<file path="src/rtl/wrr_arbiter_pkg.sv">
// rtl/wrr_arbiter_pkg.sv - shared types and helpers for the weighted round-robin arbiter
package wrr_arbiter_pkg;

    typedef enum logic {
        IDLE = 1'b0,
        OWN  = 1'b1
    } state_t;

    // Widest weight field the helpers handle; callers zero-extend into it
    localparam int WMAX_W = 16;

    // A zero weight still buys one beat so a misprogrammed port is never stuck
    function automatic logic [WMAX_W-1:0] eff_weight(input logic [WMAX_W-1:0] w);
        return (w == '0) ? WMAX_W'(1) : w;
    endfunction

    // Next port index after idx, wrapping from ports-1 back to 0
    function automatic int unsigned ptr_inc(input int unsigned idx, input int unsigned ports);
        return (idx >= ports - 32'd1) ? 32'd0 : idx + 32'd1;
    endfunction

endpackage

</file>
<file path="src/rtl/wrr_arbiter_rr_select.sv">
// rtl/wrr_arbiter_rr_select.sv - rotating first-one picker using the doubled-vector subtract
module rr_select #(
    parameter  int PORTS  = 8,
    localparam int PORT_W = $clog2(PORTS)
) (
    input  logic [PORTS-1:0]  request,
    input  logic [PORTS-1:0]  ptr,
    output logic [PORTS-1:0]  winner,
    output logic [PORT_W-1:0] winner_idx,
    output logic              found
);

    logic [2*PORTS-1:0] dbl;
    logic [2*PORTS-1:0] diff;
    logic [2*PORTS-1:0] hit;

    // Subtracting the one-hot pointer borrows up to the first request at or above it;
    // the doubled copy lets that borrow wrap past the top port
    assign dbl    = {request, request};
    assign diff   = dbl - {{PORTS{1'b0}}, ptr};
    assign hit    = dbl & ~diff;
    assign winner = hit[PORTS-1:0] | hit[2*PORTS-1:PORTS];
    assign found  = |request;

    // One-hot to index encoder
    always_comb begin
        winner_idx = '0;
        for (int i = 0; i < PORTS; i++) begin
            if (winner[i]) begin
                winner_idx = winner_idx | PORT_W'(i);
            end
        end
    end

endmodule

</file>
<file path="src/rtl/wrr_arbiter.sv">
// rtl/wrr_arbiter.sv - weighted round-robin arbiter with burst handshake; optional WRR_ARBITER_LOCK_EN adds a lock input
module wrr_arbiter
    import wrr_arbiter_pkg::*;
#(
    parameter  int PORTS    = 8,
    parameter  int WEIGHT_W = 4,
    localparam int PORT_W   = $clog2(PORTS)
) (
    input  logic                  clk,
    input  logic                  rst_n,
    input  logic [PORTS-1:0]      request,
    input  logic [PORTS*WEIGHT_W-1:0] weight,
    input  logic                  ack,
    input  logic                  last,
`ifdef WRR_ARBITER_LOCK_EN
    input  logic                  lock,
`endif
    output logic [PORTS-1:0]      grant,
    output logic [PORT_W-1:0]     grant_port,
    output logic                  grant_valid,
    output logic [WEIGHT_W-1:0]   credit
);

    state_t              state;
    logic [PORT_W-1:0]   ptr_q;
    logic [PORT_W-1:0]   sel_base;
    logic [PORTS-1:0]    sel_ptr;
    logic [PORTS-1:0]    win;
    logic [PORT_W-1:0]   win_idx;
    logic                win_found;
    logic [WEIGHT_W-1:0] win_credit;
    logic [WEIGHT_W-1:0] w_arr [PORTS];
    logic                lock_en;
    logic                rel;

`ifdef WRR_ARBITER_LOCK_EN
    assign lock_en = lock;
`else
    assign lock_en = 1'b0;
`endif

    for (genvar i = 0; i < PORTS; i++) begin : g_unpack
        assign w_arr[i] = weight[i*WEIGHT_W +: WEIGHT_W];
    end

    // While owning, the search starts just past the owner so a release can regrant at the same edge
    always_comb begin
        sel_base = (state == OWN) ? PORT_W'(ptr_inc(32'(grant_port), PORTS)) : ptr_q;
        sel_ptr  = PORTS'(1) << sel_base;
    end

    rr_select #(
        .PORTS (PORTS)
    ) u_sel (
        .request    (request),
        .ptr        (sel_ptr),
        .winner     (win),
        .winner_idx (win_idx),
        .found      (win_found)
    );

    assign win_credit = WEIGHT_W'(eff_weight(WMAX_W'(w_arr[win_idx])));

    // Release priority: dropped request, then last beat, then credit exhausted; lock holds the burst open
    always_comb begin
        rel = 1'b0;
        if (!request[grant_port]) begin
            rel = 1'b1;
        end else if (ack && last && !lock_en) begin
            rel = 1'b1;
        end else if (ack && (credit == WEIGHT_W'(1)) && !lock_en) begin
            rel = 1'b1;
        end
    end

    // Ownership FSM with registered grant outputs
    always_ff @(posedge clk or negedge rst_n) begin
        if (!rst_n) begin
            state       <= IDLE;
            ptr_q       <= '0;
            grant       <= '0;
            grant_port  <= '0;
            grant_valid <= 1'b0;
            credit      <= '0;
        end else begin
            case (state)
                IDLE: begin
                    if (win_found) begin
                        state       <= OWN;
                        grant       <= win;
                        grant_port  <= win_idx;
                        grant_valid <= 1'b1;
                        credit      <= win_credit;
                    end
                end
                OWN: begin
                    if (rel) begin
                        ptr_q <= sel_base;
                        if (win_found) begin
                            grant       <= win;
                            grant_port  <= win_idx;
                            grant_valid <= 1'b1;
                            credit      <= win_credit;
                        end else begin
                            state       <= IDLE;
                            grant       <= '0;
                            grant_port  <= '0;
                            grant_valid <= 1'b0;
                            credit      <= '0;
                        end
                    end else if (ack && (credit > WEIGHT_W'(1))) begin
                        credit <= credit - WEIGHT_W'(1);
                    end
                end
                default: begin
                    state <= IDLE;
                end
            endcase
        end
    end

endmodule
</file>
<file path="config.mk">
export PLATFORM = sky130hd
export DESIGN_NAME = wrr_arbiter
export DESIGN_NICKNAME = d
export VERILOG_FILES = /design/src/rtl/wrr_arbiter_pkg.sv /design/src/rtl/wrr_arbiter_rr_select.sv /design/src/rtl/wrr_arbiter.sv
export SDC_FILE = /design/constraint.sdc
export NUM_CORES = 1
export LEC_CHECK = 0
export BUFFER_PORTS_ARGS = -buffer_cell sky130_fd_sc_hd__buf_4
export CAP_MARGIN = 20
export CORE_ASPECT_RATIO = 1.1
export CORE_MARGIN = 2
export CORE_UTILIZATION = 30
export CTS_CLUSTER_DIAMETER = 30
export CTS_CLUSTER_SIZE = 14
export DETAILED_ROUTE_END_ITERATION = 7
export GPL_ROUTABILITY_DRIVEN = 0
export GPL_TIMING_DRIVEN = 0
export MAX_ROUTING_LAYER = met4
export PLACE_DENSITY = 0.6
export SYNTH_ARGS = -nofsm -noshare
export SYNTH_HDL_FRONTEND = slang
export SYNTH_SLANG_ARGS = --single-unit
</file>
<file path="constraint.sdc">
create_clock -name clk -period 3.9 [get_ports clk]
set_input_delay 0.195 -clock clk [delete_from_list [all_inputs] [get_ports clk]]
set_output_delay 0.195 -clock clk [all_outputs]
set_load 0.01 [all_outputs]
</file>
* Word level (Yosys, flattened, before mapping)
Cells that the tools add are included.
Word-level totals: input bits 44, output and inout bits 16, bits in registers 20
Operators by class: shift-type cells 1, equal/unequal tests 4, reduce and logical (&&, ||, !) cells 8, order comparisons 4, muxes and demuxes 37, $add $sub $neg 3, bitwise logic cells 5
Operators by type and width (number):
- two-way mux 4 bit | 7
- two-way mux 3 bit | 9
- two-way mux 8 bit | 3
- AND 16 bit | 1
- inverter 16 bit | 1
- one-hot mux 8 bit (2 select lines) | 1
- subtractor 16 x 8 -> 16 bit | 1
- binary-select mux 4 bit (select 3 bit) | 1
- two-way mux 1 bit | 9
- bitwise OR 8 bit | 1
- one-hot mux 4 bit (2 select lines) | 1
- OR reduction 8 bit | 1
- left shift 1 x 3 -> 8 bit (first input constant) | 1
- one-hot mux 3 bit (2 select lines) | 1
- AND reduction 2 bit | 3
- == test 4 x 1 -> 1 bit (second input constant) | 1
- greater-or-equal comparator 4 bit (second input constant) | 1
- > comparator 4 x 1 -> 1 bit (second input constant) | 1
- zero test 4 bit | 1
- less-than comparator 3 x 4 -> 1 bit (second input constant) | 1
- two-way mux 2 bit | 2
- != test 2 x 1 -> 1 bit (second input constant) | 2
- inverter 3 -> 4 bit | 1
- one-hot mux 1 bit (2 select lines) | 2
- 7 further kinds | 9

* Logic depth before layout (Yosys ltp)
Gate-level depths: netlist (run 1).
depth in word-level cells 24, mapped depth 19

* By module
Synthesis (run 1) repeated with hierarchy kept, for this count alone.
Unflattened totals: cell total of the unflattened synthesis 212, area, all modules 1996.9 µm²
Modules (own cells, without submodules):
- wrr_arbiter | area each 1430.1 µm², instances 1, cells each 128, sequential area each 500.5 µm²
- rr_select | area each 566.8 µm², instances 1, cells each 84, sequential area each 0.0 µm²

* Worst setup path after synthesis (run 1)
Ideal clock, no wire load.
path kind reg-to-reg, from register grant_port[0], to register credit[0], arrival time 4.270 ns, slack -0.494 ns, cell stages (with the launch flop) 18, required time 3.776 ns, clock period less this slack 4.394 ns, library setup time 0.124 ns, cell sequence dfrtp_1 ha_1 ha_1 nor2b_1 a32o_2 or3_1 fa_1 a211oi_1 o21bai_1 o311a_1 nor3_1 o31a_1 nand4bb_1 buf_6 mux4_2 a211oi_1 or3_1 o41ai_2
On the way: word-level cells in the longest chain between the ends 24, elaborated cells on any way between the ends 31
RTL lines:
- from (decl) | line wrr_arbiter.sv:19 | output logic [PORT_W-1:0] grant_port,
- from (signal assigned) | line wrr_arbiter.sv:91 | grant_port <= win_idx;
- from (signal assigned) | line wrr_arbiter.sv:101 | grant_port <= win_idx;
- adder 3 x 1 -> 3 bit / greater-or-equal comparator 3 bit (equally long branches) | line wrr_arbiter_pkg.sv:19 | return (idx >= ports - 32'd1) ? 32'd0 : idx + 32'd1;
- two-way mux 3 bit | line wrr_arbiter_pkg.sv:19
- two-way mux 3 bit | line wrr_arbiter.sv:48 | sel_base = (state == OWN) ? PORT_W'(ptr_inc(32'(grant_port), PORTS)) : ptr_q;
- left shift 1 x 3 -> 8 bit | line wrr_arbiter.sv:49 | sel_ptr = PORTS'(1) << sel_base;
- subtractor 16 x 8 -> 16 bit | line wrr_arbiter_rr_select.sv:20 | assign diff = dbl - {{PORTS{1'b0}}, ptr};
- inverter 16 bit | line wrr_arbiter_rr_select.sv:21 | assign hit = dbl & ~diff;
- AND 16 bit | line wrr_arbiter_rr_select.sv:21
- bitwise OR 8 bit | line wrr_arbiter_rr_select.sv:22 | assign winner = hit[PORTS-1:0] | hit[2*PORTS-1:PORTS];
- [7 not listed]
- inverter 3 -> 4 bit (not written as such) | line wrr_arbiter.sv:62 | assign win_credit = WEIGHT_W'(eff_weight(WMAX_W'(w_arr[win_idx])));
- binary-select mux 4 bit (select 3 bit) | line wrr_arbiter.sv:62
- two-way mux 4 bit (not written as such) (2 in a row) | line wrr_arbiter.sv:62
- zero test 4 bit | line wrr_arbiter_pkg.sv:14 | return (w == '0) ? WMAX_W'(1) : w;
- two-way mux 4 bit | line wrr_arbiter_pkg.sv:14
- two-way mux 4 bit | line wrr_arbiter.sv:99 | if (win_found) begin
- two-way mux 4 bit | line wrr_arbiter.sv:97 | if (rel) begin
- one-hot mux 4 bit (2 select lines) | line wrr_arbiter.sv:86 | case (state)
- to (signal assigned) | line wrr_arbiter.sv:93 | credit <= win_credit;
- to (signal assigned) | line wrr_arbiter.sv:103 | credit <= win_credit;
- to (signal assigned) | line wrr_arbiter.sv:112 | credit <= credit - WEIGHT_W'(1);
- to (decl) | line wrr_arbiter.sv:21 | output logic [WEIGHT_W-1:0] credit
Several ways; a longest one is shown, not always the timed one. The select of a mux whose other input is x is not followed. A chain may end at the register's enable or synchronous reset.

* Final worst setup path (run 1)
from register grant_port[1], to register credit[0]
The elaborated chain is that of the path after synthesis.

==> results of run 1 <==
## power by group
part | internal, mW | switching (mW)
logic | 1.28 | 1.23
clock network | 0.137 | 0.0717
registers | 0.310 | 0.0900
## routing by layer
layer / GRT usage / vias to the layer above / wire length, um
met4: 0.0250 / 0 / 44
met5: - / - / 0
met3: 0.0281 / 6 / 202
met1: 0.230 / 994 / 2710
li1: - / 1034 / -
met2: 0.281 / 41 / 3130
## area by class of cell
| type | count | area, um^2 |
|---|---|---|
| flip-flops and latches | 20 | 503 |
| fillers | 661 | 3630 |
| clock inverters | 1 | 30.0 |
| clock buffers | 3 | 41.3 |
| inverters | 8 | 30.0 |
| repair buffers | 77 | 602 |
| well taps | 82 | 103 |
| plain buffers | 9 | 65.1 |
| multi-input cells | 190 | 1550 |
## placed cells by master, fill, tap and decap left out, drive strengths merged, types with 5 or more instances in the layout
master   n
o21ai   20
mux2i   15
buf     81
a21o     5
inv      8
ha      11
a22o     7
clkbuf   7
nand2   22
dfrtp   20
nand3    5
nor2    17
a21oi    5
## through the flow
| stage | TNS, ns | area [um^2] | instances |
|---|---|---|---|
| 2_1_floorplan | -0.487 | 2060 | 229 |
| 4_1_cts | -1.25 | 2820 | 386 |
| 6_report | -1.47 | 2920 | 390 |
| 3_5_place_dp | -2.34 | 2600 | 369 |
| 3_3_place_gp | -2.12 | 2600 | 369 |
| 5_1_grt | -2.24 | 2920 | 390 |
## logic make-up after synthesis
logic type                 after synthesis  share of synthesized area
adders and majority gates               12                     0.0783
DFF                                     20                      0.248
and+or+nand+nor                         87                      0.242
muxes                                   20                      0.125
xor gates and xnor gates                 2                    0.00870
buffers and inverters                   19                     0.0466
AOI/OAI and AO/OA                       69                      0.252
## worst min-delay path by stage
stage                            to  depth (start not counted)  startpoint  slack, ns
after floorplan           credit[0]                          0       rst_n      -0.10
after global placement     ptr_q[2]                          1       rst_n       0.09
after detailed placement   ptr_q[2]                          1       rst_n       0.09
after CTS                     state                          3  request[7]       0.29
after global routing          state                          3  request[7]       0.33
final                         state                          3  request[7]       0.30
## synthesized netlist by cell type, drive strengths merged (2+ instances only)
library cell,number
nor2,17
and3,4
nor2b,4
nand3,5
ha,11
o211ai,2
a22oi,3
nor4,4
o22ai,2
a211oi,3
a22o,7
mux2i,15
o41ai,2
o21ai,20
and2,3
dfrtp,20
a31oi,3
a21o,5
a32o,2
or4,2
nand4,2
nand2,22
nand2b,4
inv,8
mux4,4
nor3,3
o31a,2
a21oi,5
nand3b,4
or3,4
o31ai,2
clkbuf,5
and4b,2
nor3b,4
buf,6
## registers in the layout (all words and copies together) (netlist names)
register     cells
grant            8
credit           4
grant_port       3
ptr_q            3
grant_valid      1
state            1
## critical path, stage by stage, from the launching register on
cell       delay, ns
dfrtp_2         0.44
ha_4            0.17
ha_4            0.20
nor2b_4         0.12
a32o_2          0.29
or3_4           0.33
fa_2            0.38
a211oi_2        0.24
o21bai_1        0.14
o311a_1         0.38
nor3_2          0.13
o31a_1          0.20
nand4bb_1       0.16
buf_6           0.15
buf_4           0.13
mux2i_2         0.23
a22oi_2         0.13
and3_1          0.20
o41ai_2         0.30
## what timing repair did
action / 4_1_cts / 5_1_grt
setup buffers: 12 / 5
pin swaps: 4 / 3
hold buffers: 1 / 0
hold endpoints to repair: 20 / 0
endpoints found under the setup margin: 5 / 7
gates cloned: 0 / 1
resized for setup: 13 / 10
==> flow_summary.ini, run 1 <==
[cts]
cts.clk_slew.worst_paths_ns = 0.08
cts.htree.levels = 1
clock_path_buffers = 2
clkSinkCount = 20
cts_root_buf = clkbuf_8
cts_tree = built
cts_buffers = 3
clock_latency_ns = 0.26

[global_routing]
grt_start_max_net_pins = 21
grt_pass1_wl_mm = 9.85
antenna_found_initial = 0
grt_pass1_vias = 2018
grt_remaining_overflow = 0
grt_usage = 0.173

[timing]
max_freq_mhz = 226
hold_viol = 0
whs_ns = 0.301
fin_ws_ns = -0.518
min_period_ns = 4.42
setup_viol = 4
finalClockSkew_ns = 0.00463
relSlewSlack = 0.501
drv_slew = 0
worst_pin_slew_ns = 0.745
period_share = 1.13
rsz0062_at_grt = true

[layout]
area_growth_pct = 45.2
final_util = 0.446
final_nets = 365
antenna_cells = 0
drive_gt1_frac = 0.399

[routing]
drt-initial-drc-count = 66
wl_per_cell_um = 15.6
firstDrtPassIters = 4
antenna_left = 0
drcViolationCount = 0
viasPerCell = 5.32
via_count = 2075
wirelength_mm = 6.09

[die]
die-area_um2 = 7390
initial_core_util = 0.307
die_y_um = 89.9
rows = 31
core_area_um2 = 6560
ios = 60
die_x_um = 82.1

[critical_path]
r2r_setup_slack_ns = -0.52
reg2reg_depth = 18
crit_arrival_ns = 4.58
crit_start = grant_port[1]
cp-endpoint = credit[0]
crit_type = reg -> reg
crit_fanout = 6
cp-start-kind = flop
r2r_end = credit[0]
timing.rr.start = grant_port[1]
setup.worst_path.end_class = flop
required_ns = 4.07

[place]
hpwl_mm = 4.55
pre_cts_ws_ns = -0.717
portBuffers = 58

[synth]
syn-num-nets = 285
synth_cell_type_count = 63
ys_warn_count = 0
synth_top_cells_by_area = dfrtp_1 (25%), mux2i_1 (7.5%), ha_1 (6.8%)
synth-seq-area-share = 0.248
syn_area_um2 = 2010
synth_edf_count = 0
synthArstFlopShare = 1.00
synthFlopType = dfrtp_1
synth_top_area_frac = 0.248
synth.avg_cell_area_um2 = 8.80
yosys.area.top_type = dfrtp_1
synth-seq-cells = 20
synth_cells = 229

[power]
p_total_mw = 3.12
vdd_drop_max_mv = 0.347
leakagePower_nw = 1.32
power_density_nw_per_um2 = 1070

[run]
maxCapViolations = 0

[outcome]
status = complete, but fails checks
violations = setup timing

[hold_path]
hp-class = in -> reg
Note: power is estimated with default switching activity, not from simulation.
==> run 2, diff against run 1 <==
--- a/config.mk
+++ b/config.mk
@@ -7,8 +7,8 @@
 export LEC_CHECK = 0
 export BUFFER_PORTS_ARGS = -buffer_cell sky130_fd_sc_hd__buf_4
 export CAP_MARGIN = 20
-export CORE_ASPECT_RATIO = 1.1
-export CORE_MARGIN = 2
+export CORE_ASPECT_RATIO = 1.2
+export CORE_MARGIN = 3
 export CORE_UTILIZATION = 30
 export CTS_CLUSTER_DIAMETER = 30
 export CTS_CLUSTER_SIZE = 14
==> run 2 against run 1 <==
The run still ends with setup timing left. Maximum frequency grew 2.2%. Flip-flop and latch count is the same. Final cell count shrank 1.0%. First-iteration DRC count grew 45%. Utilization shrank 0.88 points. Count of clock-buffer cells in the layout grew 1. Non-clock buffer count shrank 7. Sequential power is essentially flat. Critical path type unchanged.
==> flow_summary.ini, run 2 (same netlist as run 1, synthesis figures left out) <==
[critical_path]
r2r_end = credit[0]
reg2reg_depth = 17
r2r_setup_slack_ns = -0.42
crit_type = reg -> reg
timing.rr.start = grant_port[0]
crit_fanout = 5
setup.worst_path.end_class = flop
crit_arrival_ns = 4.47
cp-start-kind = flop
required_ns = 4.05

[power]
p_total_mw = 2.91
power_frac_comb = 0.806
power_density_nw_per_um2 = 1020
leakagePower_nw = 1.27
p_sw_frac = 0.460
vdd_drop_max_mv = 0.766
p_clk_frac = 0.055
power_frac_seq = 0.139
power.switching_mw = 1.34
p_int_mw = 1.57

[routing]
viasPerCell = 5.42
via_count = 2092
drcViolationCount = 0
wl_met3_um = 317
wl_met2_mm = 2.81
antenna_left = 0
wirelength_mm = 5.88
wl_per_cell_um = 15.2
maxUsedRoutingLayer = met4
firstDrtPassIters = 4
m1WireLength_mm = 2.67
drt-initial-drc-count = 96

[timing]
drv_slew = 0
rsz0062_at_grt = true
worst_pin_slew_ns = 0.702
hold_viol = 0
finalClockSkew_ns = 0.00276
max_freq_mhz = 231
min_period_ns = 4.32
fin_tns_setup_ns = -1.22
relSlewSlack = 0.530
setup_viol = 4
period_share = 1.11
whs_ns = 0.309
fin_ws_ns = -0.421

[cts]
cts_buffers = 3
cts_root_buf = clkbuf_8
clock_path_buffers = 2
cts_tree = built
cts.htree.levels = 1
clock_latency_ns = 0.26
clkSinkCount = 20
cts.clk_slew.worst_paths_ns = 0.08

[die]
rows = 32
die-area_um2 = 7740
die_y_um = 95.8
die_x_um = 80.8
ios = 60
initial_core_util = 0.311
core_area_um2 = 6490

[layout]
top_regs = grant x8, credit x4
final_common_cell = buf_4
area_growth_pct = 40.8
largest_register_ffs = 8
final_cell_area_um2 = 2840
regArea_um2 = 503
regMostFlops = grant
drive_gt1_frac = 0.375
antenna_cells = 0
fillers = 674
final_nets = 358
most-common-layout-cells = buf_4 (69), nand2_1 (22), o21ai_0 (18), dfrtp_1 (18), nor2_1 (16)
multi_input_area_um2 = 1550

[global_routing]
grt_usage = 0.162
antenna_found_initial = 0
grt_pass1_wl_mm = 9.83
grt_pass1_vias = 2058
grt_start_max_net_pins = 21
grt_remaining_overflow = 0

[place]
postPlaceCellArea_um2 = 2600
portBuffers = 58
pre_cts_ws_ns = -0.679
hpwl_mm = 4.67

[hold_path]
worstHoldPathCells = 3
hp-class = in -> reg
holdPathEnd = state
worstHoldStart = request[7]

[outcome]
status = complete, but fails checks
violations = setup timing

[run]
maxCapViolations = 0
[run 2: timing repair]
item / 4_1_cts / 5_1_grt
buffers inserted: 11 / 0
gates resized for setup: 8 / 13
endpoints found under the hold margin: 20 / 0
hold buffers: 1 / 0
pin swaps: 8 / 7
endpoints found under the setup margin: 5 / 7
[run 2: through the flow]
step                      utilization  instances
after global placement          0.401        372
after CTS                       0.429        388
after detailed placement        0.401        372
after global routing            0.437        386
after floorplan                     -        229
final                           0.437        386
[run 2: worst max path at each step]
| stage | startpoint | cells after the start | end |
|---|---|---|---|
| detailed placement | grant_port[0] | 18 | credit[0] |
| floorplan | grant_port[0] | 17 | credit[0] |
| global placement | grant_port[0] | 18 | credit[0] |
| CTS | grant_port[0] | 17 | credit[0] |
| global route | grant_port[0] | 18 | credit[0] |
| finish | grant_port[0] | 17 | credit[0] |
[run 2: worst max-delay path, stage by stage, from the launching register on]
cell and delay [ns]:
dfrtp_2 0.45, ha_4 0.18, ha_4 0.20, nor2b_4 0.13, a32o_2 0.29, or3_4 0.33
fa_2 0.37, a211oi_2 0.21, o21bai_1 0.13, o311a_1 0.35, nor3_2 0.13, o31a_1 0.21
nand4bb_1 0.17, buf_6 0.14, mux4_2 0.51, a211oi_2 0.21, or3_1 0.15, o41ai_2 0.06
[run 2: power groups by stage]
stage	combinational, mW	sequential, mW	clock (mW)
after floorplan	1.53	0.433	0
after global placement	2.03	0.421	0
after detailed placement	2.05	0.425	0
after CTS	2.27	0.404	0.161
after global routing	2.58	0.419	0.173
final	2.34	0.403	0.160
[run 2: cell type report]
cell class | count | share of cell area
inverters | 8 | 0.0106
plain buffers | 9 | 0.0229
multi-input cells | 190 | 0.546
clock buffers | 4 | 0.0194
well taps | 85 | 0.0375
repair buffers | 70 | 0.186
flip-flops and latches | 20 | 0.177
[run 2: routing by layer]
| layer | global-route usage | vias up |
|---|---|---|
| met5 | - | - |
| met4 | 0.0352 | 0 |
| met3 | 0.0122 | 10 |
| met2 | 0.262 | 70 |
| met1 | 0.223 | 992 |
| li1 | - | 1020 |
==> run 3, diff against run 2 <==
--- a/config.mk
+++ b/config.mk
@@ -5,6 +5,7 @@
 export SDC_FILE = /design/constraint.sdc
 export NUM_CORES = 1
 export LEC_CHECK = 0
+export ABC_AREA = 1
 export BUFFER_PORTS_ARGS = -buffer_cell sky130_fd_sc_hd__buf_4
 export CAP_MARGIN = 20
 export CORE_ASPECT_RATIO = 1.2
@@ -17,6 +18,7 @@
 export GPL_TIMING_DRIVEN = 0
 export MAX_ROUTING_LAYER = met4
 export PLACE_DENSITY = 0.6
+export REMOVE_ABC_BUFFERS = 1
 export SYNTH_ARGS = -nofsm -noshare
 export SYNTH_HDL_FRONTEND = slang
 export SYNTH_SLANG_ARGS = --single-unit
==> run 3 against run 2 <==
The flow now finishes without violations. Maximum frequency rose by 19%. Register-to-register slack better by 0.68 ns. Die area up 6.7%. Routed wire length up 10%. Critical path depth rose by 12. Utilization rose by 0.80 points. Final cell count increased by 27%. Total power is 7.5% higher.
==> flow_summary.ini, run 3 <==
[outcome]
status = complete, no violations

[cts]
clock_latency_ns = 0.26
clkSinkCount = 20
cts_tree = built
cts_buffers = 3
cts.htree.levels = 1
clock_path_buffers = 2
cts.clk_slew.worst_paths_ns = 0.08
cts_root_buf = clkbuf_8

[power]
power_frac_seq = 0.119
power.switching_mw = 1.64
p_sw_frac = 0.525
vdd_drop_max_mv = 0.488
leakagePower_nw = 1.53
power_density_nw_per_um2 = 1020
p_int_mw = 1.48
power_frac_comb = 0.830
p_total_mw = 3.12
p_clk_frac = 0.051

[synth]
synth_edf_count = 0
yosys.area.top_type = dfrtp_1
synth-seq-cells = 20
synth_top_cells_by_area = dfrtp_1 (23%), nand2_1 (15%), nand3_1 (12%)
synthFlopType = dfrtp_1
ys_warn_count = 0
synth_top_area_frac = 0.232
synthTopCellsByCount = nand2_1 (84), nand3_1 (50), inv_1 (39)
syn_area_um2 = 2160
synth_cells = 327
synthArstFlopShare = 1.00
synth_cell_type_count = 33
synth.avg_cell_area_um2 = 6.60
synth_most_common_cell = nand2_1
synth-seq-area-share = 0.232

[global_routing]
grt_usage = 0.150
grt_pass1_wl_mm = 10.1
grt_remaining_overflow = 0
grt_pass1_vias = 2203
antenna_found_initial = 0
grt_start_max_net_pins = 21

[hold_path]
hp-class = in -> reg

[layout]
area_growth_pct = 42.2
final_nets = 460
fin_cells = 490
final_common_cell = nand2_1
largest_register_ffs = 8
regMostFlops = grant
drive_gt1_frac = 0.335
final_cell_area_um2 = 3070
most-common-layout-cells = nand2_1 (77), buf_4 (72), nand3_1 (47), inv_1 (36), o21ai_0 (19)
top_regs = grant x8, credit x4
antenna_cells = 0
final_util = 0.445

[timing]
finalClockSkew_ns = 0.00769
min_period_ns = 3.64
period_share = 0.934
setup_viol = 0
worst_pin_slew_ns = 0.637
drv_slew = 0
hold_viol = 0
whs_ns = 0.282
max_freq_mhz = 274
relSlewSlack = 0.571

[routing]
wl_per_cell_um = 13.2
antenna_left = 0
via_count = 2370
viasPerCell = 4.84
wirelength_mm = 6.46
firstDrtPassIters = 4
drcViolationCount = 0
drt-initial-drc-count = 137

[die]
die_x_um = 83.5
core_area_um2 = 6900
initial_core_util = 0.313
die_y_um = 98.9
ios = 60
die-area_um2 = 8260
rows = 33

[critical_path]
required_ns = 4.05
crit_path_max_incr_delay_ns = 0.42
setup.worst_path.end_class = flop
crit_type = reg -> reg
slowest_stage = dfrtp_2
path_buf_inv = 5
crit_fanout = 9
crit_family = simple AND/OR/NAND/NOR gates
cp-start-kind = flop
crit_arrival_ns = 3.79
cpMostUsedCell = nand2_1

[place]
postPlaceCellArea_um2 = 2670
placed_cells = 468
portBuffers = 59
hpwl_mm = 4.86

[run]
maxCapViolations = 0
==> run 3: cell count changes after synthesis, sizes merged, moves of 7 or more <==
cell / change
a21oi: +8
a22o: -7
inv: +34
mux2i: -15
nand2: +76
nand3: +50
nor2: +8
==> run 3: what timing repair did <==
item,CTS,global route
gates resized for setup,6,41
hold buffers,1,0
setup buffers,7,10
endpoints found under the setup margin,4,4
endpoints found under the hold margin,20,0
pin swaps,2,12
==> run 3: through the flow <==
stage	setup TNS, ns	worst slack [ns]
3_5_place_dp	-0.530	-0.264
4_1_cts	0	0.0322
5_1_grt	-0.0661	-0.0661
3_3_place_gp	-0.300	-0.173
6_report	0	0.256
2_1_floorplan	0	0.363
==> run 3: cell families (layout without fill, tap and decap cells) <==
| family | after synthesis | count (layout) | synth area share |
|---|---|---|---|
| adder cells (fa/ha/maj) | 12 | 12 | 0.0730 |
| flip-flops | 20 | 20 | 0.232 |
| AND/OR/NAND/NOR | 196 | 196 | 0.459 |
| AO/OA/AOI/OAI | 47 | 47 | 0.122 |
| XOR/XNOR | 5 | 5 | 0.0203 |
| buffers and inverters | 47 | 123 | 0.0933 |
==> run 3: power by group through the flow <==
stage | sequential (mW) | clock, mW | combinational (mW)
after global routing | 0.386 | 0.173 | 2.88
after detailed placement | 0.391 | 0 | 2.05
after floorplan | 0.410 | 0 | 1.50
after global placement | 0.388 | 0 | 2.02
final | 0.372 | 0.159 | 2.59
after CTS | 0.374 | 0.164 | 2.23
==> run 3: path summary, 6_finish.rpt <==
check	slack, ns	cells after the start	start	to
worst max-delay path	0.26	29	grant_port[0]	credit[0]
worst min-delay path	0.28	3	request[0]	state
worst max register to register	0.26	29	grant_port[0]	credit[0]
worst min register to register	0.49	2	grant_valid	grant_valid
max in group asynchronous	3.31	2	rst_n	grant_port[1]
min in group asynchronous	0.35	2	rst_n	ptr_q[2]
==> run 3: area by class of cell <==
type,count,area (um^2)
fill,718,3820
multi-input combinational,260,1640
timing repair buffer,77,604
sequential,20,503
inverter,42,163
tap,87,109
clock buffer,4,55.1
==> run 3: metal layers <==
layer	global-route usage	part of all wire
met3	0.0242	0.034
met1	0.197	0.44
met4	0.0285	0.014
met5	-	0
met2	0.247	0.51
==> run 3: worst reg2reg max path, delay by kind of cell (launching register included) <==
family                   cells  cell delay, ns
adder cells (fa/ha/maj)      3            0.66
flip-flops                   1            0.42
AO/OA/AOI/OAI                1            0.06
buffers and inverters        5            0.50
AND/OR/NAND/NOR             20            1.88
